$ cat src/rtl/fetch_stage_pkg.sv
// Shared types for the instruction-fetch stage: FSM encoding, IF/ID entry layout, defaults.
package fetch_stage_pkg;

  localparam int          INSTR_WIDTH      = 32;
  localparam logic [31:0] RESET_PC_DEFAULT = 32'h0000_0000;

  typedef enum logic [1:0] {
    FS_IDLE  = 2'd0,
    FS_FETCH = 2'd1,
    FS_DRAIN = 2'd2,
    FS_HOLD  = 2'd3
  } fs_state_t;

  typedef struct packed {
    logic [31:0]            pc;
    logic [INSTR_WIDTH-1:0] instr;
  } fetch_dat_t;

  typedef struct packed {
    logic                   valid;
    logic [31:0]            pc;
    logic [INSTR_WIDTH-1:0] instr;
  } ifid_t;

endpackage

$ cat src/rtl/fetch_stage_out_reg.sv
// IF/ID boundary register: flush beats load beats hold; with none of them the entry becomes a bubble.
// Flush and bubble clear only the valid bit so pc/instr keep their last values.
module fetch_out_reg
  import fetch_stage_pkg::*;
(
  input  logic       clk,
  input  logic       rst,
  input  logic       load,
  input  logic       flush,
  input  logic       hold,
  input  fetch_dat_t load_dat,
  output ifid_t      ifid
);

  always_ff @(posedge clk or negedge rst) begin
    if (!rst) begin
      ifid <= '0;
    end else if (flush) begin
      ifid.valid <= 1'b0;
    end else if (load) begin
      ifid <= {1'b1, load_dat};
    end else if (!hold) begin
      ifid.valid <= 1'b0;
    end
  end

endmodule

$ cat src/rtl/fetch_stage.sv
// Instruction fetch: owns the PC, runs a one-outstanding req/ack handshake to instruction memory,
// parks a fetched word in a skid buffer while decode is frozen, and drains in-flight fetches on redirect.
module fetch_stage
  import fetch_stage_pkg::*;
#(
  parameter logic [31:0] RESET_PC = RESET_PC_DEFAULT,
  parameter int          PC_STEP  = 4
) (
  input  logic                   clk,
  input  logic                   rst,
  input  logic                   freeze,
  input  logic                   branch_taken,
  input  logic [31:0]            branch_addr,
  output logic                   imem_req,
  output logic [31:0]            imem_addr,
  input  logic                   imem_ack,
  input  logic [INSTR_WIDTH-1:0] imem_rdata,
  output logic                   if_valid,
  output logic [31:0]            if_pc,
  output logic [INSTR_WIDTH-1:0] if_instr
);

  fs_state_t   state, state_nxt;
  logic [31:0] pc, pc_nxt, pc_inc;
  logic [31:0] pc_pending, pc_pending_nxt;
  fetch_dat_t  skid, skid_nxt;
  fetch_dat_t  ld_dat;
  logic        ld, fl, hd;
  ifid_t       ifid;

  assign pc_inc    = pc + 32'(PC_STEP);
  assign imem_addr = pc;
  assign imem_req  = (state == FS_FETCH) || (state == FS_DRAIN);

  always_ff @(posedge clk or negedge rst) begin
    if (!rst) begin
      state      <= FS_IDLE;
      pc         <= RESET_PC;
      pc_pending <= '0;
      skid       <= '0;
    end else begin
      state      <= state_nxt;
      pc         <= pc_nxt;
      pc_pending <= pc_pending_nxt;
      skid       <= skid_nxt;
    end
  end

  always_comb begin
    state_nxt      = state;
    pc_nxt         = pc;
    pc_pending_nxt = pc_pending;
    skid_nxt       = skid;
    ld             = 1'b0;
    fl             = 1'b0;
    hd             = freeze;
    ld_dat         = {pc_inc, imem_rdata};

    unique case (state)
      FS_IDLE: begin
        hd        = 1'b1;
        state_nxt = FS_FETCH;
      end

      FS_FETCH: begin
        if (branch_taken) begin
          fl = 1'b1;
          if (imem_ack) begin
            pc_nxt = branch_addr;
          end else begin
            // Request is still in flight; it must complete at the old address first.
            pc_pending_nxt = branch_addr;
            state_nxt      = FS_DRAIN;
          end
        end else if (imem_ack) begin
          pc_nxt = pc_inc;
          if (freeze) begin
            skid_nxt  = {pc_inc, imem_rdata};
            state_nxt = FS_HOLD;
          end else begin
            ld = 1'b1;
          end
        end
      end

      FS_DRAIN: begin
        fl = 1'b1;
        if (branch_taken) begin
          pc_pending_nxt = branch_addr;
        end
        if (imem_ack) begin
          pc_nxt    = branch_taken ? branch_addr : pc_pending;
          state_nxt = FS_FETCH;
        end
      end

      FS_HOLD: begin
        if (branch_taken) begin
          fl        = 1'b1;
          pc_nxt    = branch_addr;
          state_nxt = FS_FETCH;
        end else if (!freeze) begin
          ld        = 1'b1;
          ld_dat    = skid;
          state_nxt = FS_FETCH;
        end
      end

      default: state_nxt = FS_IDLE;
    endcase
  end

  fetch_out_reg u_out_reg (
    .clk      (clk),
    .rst      (rst),
    .load     (ld),
    .flush    (fl),
    .hold     (hd),
    .load_dat (ld_dat),
    .ifid     (ifid)
  );

  assign if_valid = ifid.valid;
  assign if_pc    = ifid.pc;
  assign if_instr = ifid.instr;

endmodule

$ cat config.mk
export PLATFORM = sky130hd
export DESIGN_NAME = fetch_stage
export DESIGN_NICKNAME = d
export VERILOG_FILES = /design/src/rtl/fetch_stage_pkg.sv /design/src/rtl/fetch_stage_out_reg.sv /design/src/rtl/fetch_stage.sv
export SDC_FILE = /design/constraint.sdc
export NUM_CORES = 1
export LEC_CHECK = 0
export BUFFER_PORTS_ARGS = -buffer_cell sky130_fd_sc_hd__buf_4
export CAP_MARGIN = 20
export CORE_MARGIN = 3
export CORE_UTILIZATION = 40
export CTS_CLUSTER_DIAMETER = 200
export DETAILED_ROUTE_END_ITERATION = 7
export HOLD_SLACK_MARGIN = 0.03
export PLACE_DENSITY = 0.66
export SLEW_MARGIN = 0
export SYNTH_ARGS = -nofsm -noshare
export SYNTH_HDL_FRONTEND = slang
export SYNTH_HIERARCHICAL = 1
export SYNTH_SLANG_ARGS = --single-unit
export TNS_END_PERCENT = 20
$ cat constraint.sdc
create_clock -name clk -period 2.96 [get_ports clk]
set_input_delay 0.592 -clock clk [delete_from_list [all_inputs] [get_ports clk]]
set_output_delay 0.592 -clock clk [all_outputs]
set_load 0.005 [all_outputs]
==> results.md <==
- Critical path type: reg -> reg
- Most common cell after layout, fill and taps aside: dfrtp_1
- EDFF count, synth: 0
- Root buffer cell: clkbuf_16
- RSZ-0062 raised after global routing: false
- Leak: ~5.3 nW
- Reg2reg setup slack: 0.52 ns
- Clock transition at path regs: around 0.070 ns
- Startpoint types: flop
- Adder-Cell Fraction of Synth Area: 0.00646
- Die width: between 150 and 200 um
- Critical Path AT: between 2 and 3 ns
- Dpl hpwl: approximately 17000 um
- Share of async-settable or async-resettable flops after synthesis: 1.00
- Power Density: about 1000 nW/um^2
- IO Pins: 167
- Skew-Pair Late Insertion Delay: 0.43 ns
- Number of global-route vias before repair: between 6000 and 7000
- Sequential fraction of the synthesis area: 0.504
- Tightest Hold Check Type: in -> async
- Multiplexer area fraction after synthesis: 0.222
- Fin crit share: 0.824
- Core area: 23600 sq um
- Post-place setup slack: ~0.56 ns
- 1st-iter DRT viols: around 570
- Slowest stage delay, CP: ~0.47 ns
- Synthesized flop and latch total: 195
- Commonest non-fill, non-tap cells in the layout: 195 x dfrtp_1, 180 x buf_4, 108 x mux2_2
- Setup_tns: 0 ns
- Final setup vio count: 0
- Antenna cells: 0
- Mean Syn Cell Area: between 10 and 15 sq um
- Min cycle time layout: between 2 and 2.5 ns
- Total Routing Usage GR: 0.184
- Global-route wire length before repair: between 30000 and 40000 um
- Initial core utilization: 0.410
- Placed instance count: ~1300
- Antenna Nets Post-Route: 0
- CTS tree: built
- H-Tree Depth: 4
- Worst Max-Slew Pin Slew: around 0.71 ns
- Largest net degree at the start of global routing: 85
- Vias: around 6900
- Nets: roughly 1000
- F_max: slightly above 400 MHz
- Maxcap violations: 0
- Initial antenna violation count: 0
- Number of cells on the worst reg-to-reg path: 7
- Worst flop-to-flop path startpoint: imem_addr[3]
- I/O Buffers: around 170
- Total power: about 12 mW
- Synth Area in Compound Gates: 0.111
- Full die area: 26100 sq um
- Routed Wire Length: approximately 24000 um
- Synth Area in Simple Gates: 0.0872
- Setup crit end kind: flop
- Non-Filler Instances: between 1000 and 1500
- Peak supply drop: 0.383 mV
- Yosys cell types: between 50 and 60
- Std-Cell Rows: 56
- Relative max-transition margin: 0.525
- Via-per-instance ratio: roughly 5.3
- Post-synthesis cell count: 813
- Worst setup margin: between 0.5 and 0.6 ns
- Max FO, Critical Path: 6
- Clock Path Buffers: 2
- Final Max Tran Viols: 0
- Syn Nets: 887
- Crit-path cells: ha_1, nand4_1, nor4_4, nand4_1, xnor2_1, a21oi_1, mux2_4
- Ys flop type: dfrtp_1
- TritonRoute pass-1 iters: 6
- RR Endpoint: u_out_reg/ifid[56]
- Main combinational cell family by area after synthesis: multiplexers
- Xor/xnor share of the synthesized area: 0.0253
- Final hold viol count: 0
- Total grt overflow: 0
- Synth warn: 6
- Critical Path RT: 3.28 ns
- Avg WL per Cell: approximately 19 um
- Proportion of layout cells with a drive suffix above 1: 0.414
- CP bufs+invs: 0
- Hold_ws: just under 0.2 ns
- Clock Skew: roughly 0.0086 ns
- RD Place Congestion: 0.814
- Total CTS buffers: 17
- Post-CTS Hold Buffers: 0
- Most common cell on crit path: nand4_1
- Die H: about 160 um
- Post-Syn Area: between 9000 and 10000 sq um
- DRC violations left: 0
- Outcome: completed
- CP max stage cell: nor4_4
- Post-CTS resize count: 0
- Post-CTS Setup Inserts: 0
- Clk sink count: 195
- Family with the most delay on the worst path: simple AND/OR/NAND/NOR gates
- Area grow syn2layout: 21.4%
-- layer usage --
layer,up-vias,share of wire,track usage
li1,3224,-,-
met1,3429,0.48,0.270
met2,206,0.45,0.278
met3,21,0.054,0.0403
met4,0,0.014,0.0531
met5,-,0,0
-- cells in the mapped netlist, types with 8 or more instances --
master / number / share of area
o31a_1: 9 / 0.0081
mux2_4: 60 / 0.093
mux2_2: 108 / 0.13
nor2_1: 60 / 0.023
nor3_1: 10 / 0.0052
buf_2: 10 / 0.0052
a21oi_1: 53 / 0.027
nand3_1: 12 / 0.0062
o22ai_1: 9 / 0.0058
a222oi_1: 8 / 0.0083
nand4_1: 11 / 0.0071
clkbuf_1: 25 / 0.0097
inv_1: 13 / 0.0050
o21ai_0: 62 / 0.032
nand2_1: 49 / 0.019
dfrtp_1: 195 / 0.50
xnor2_1: 21 / 0.019
a22oi_1: 13 / 0.010
-- cell families after synthesis --
group,Yosys count
AND/OR/NAND/NOR,168
flip-flops,195
adder cells (fa/ha/maj),5
AO/OA/AOI/OAI,177
buffers and inverters,69
multiplexers,171
XOR/XNOR,28
-- per-stage QoR --
stage	util	instance area, sq um
detailed placement	0.474	11200
floorplan	-	9690
finish	0.498	11800
global route	0.498	11800
global placement	0.474	11200
CTS	0.498	11800
-- flip-flops by register name, summed over array words and instances (netlist names) --
register	flops
u_out_reg/ifid	65
skid	64
imem_addr	32
pc_pending	32
state	2
-- area by class of cell --
class	count	area (sq um)
inverter	13	48.8
clock buffer	18	439
tap	319	399
timing repair buffer	186	1470
fill	2143	11800
multi-input combinational	549	4400
sequential	195	4880
clock inverter	14	130
-- how the worst max path moves through the flow --
stage | startpoint | endpoint | depth (start not counted)
global route | imem_addr[3] | u_out_reg/ifid[60] | 7
finish | imem_addr[3] | u_out_reg/ifid[56] | 7
floorplan | state[0] | u_out_reg/ifid[25] | 7
detailed placement | imem_addr[3] | u_out_reg/ifid[62] | 7
global placement | imem_addr[3] | u_out_reg/ifid[62] | 7
CTS | imem_addr[3] | u_out_reg/ifid[62] | 7
-- where the power goes --
group	leakage [nW]	internal (mW)	total, mW	switching (mW)
combinational	2.64	2.78	4.95	2.17
sequential	2.38	3.97	4.99	1.01
clock	0.276	1.20	2.27	1.08
No activity file was read; power rests on OpenSTA's default activity.
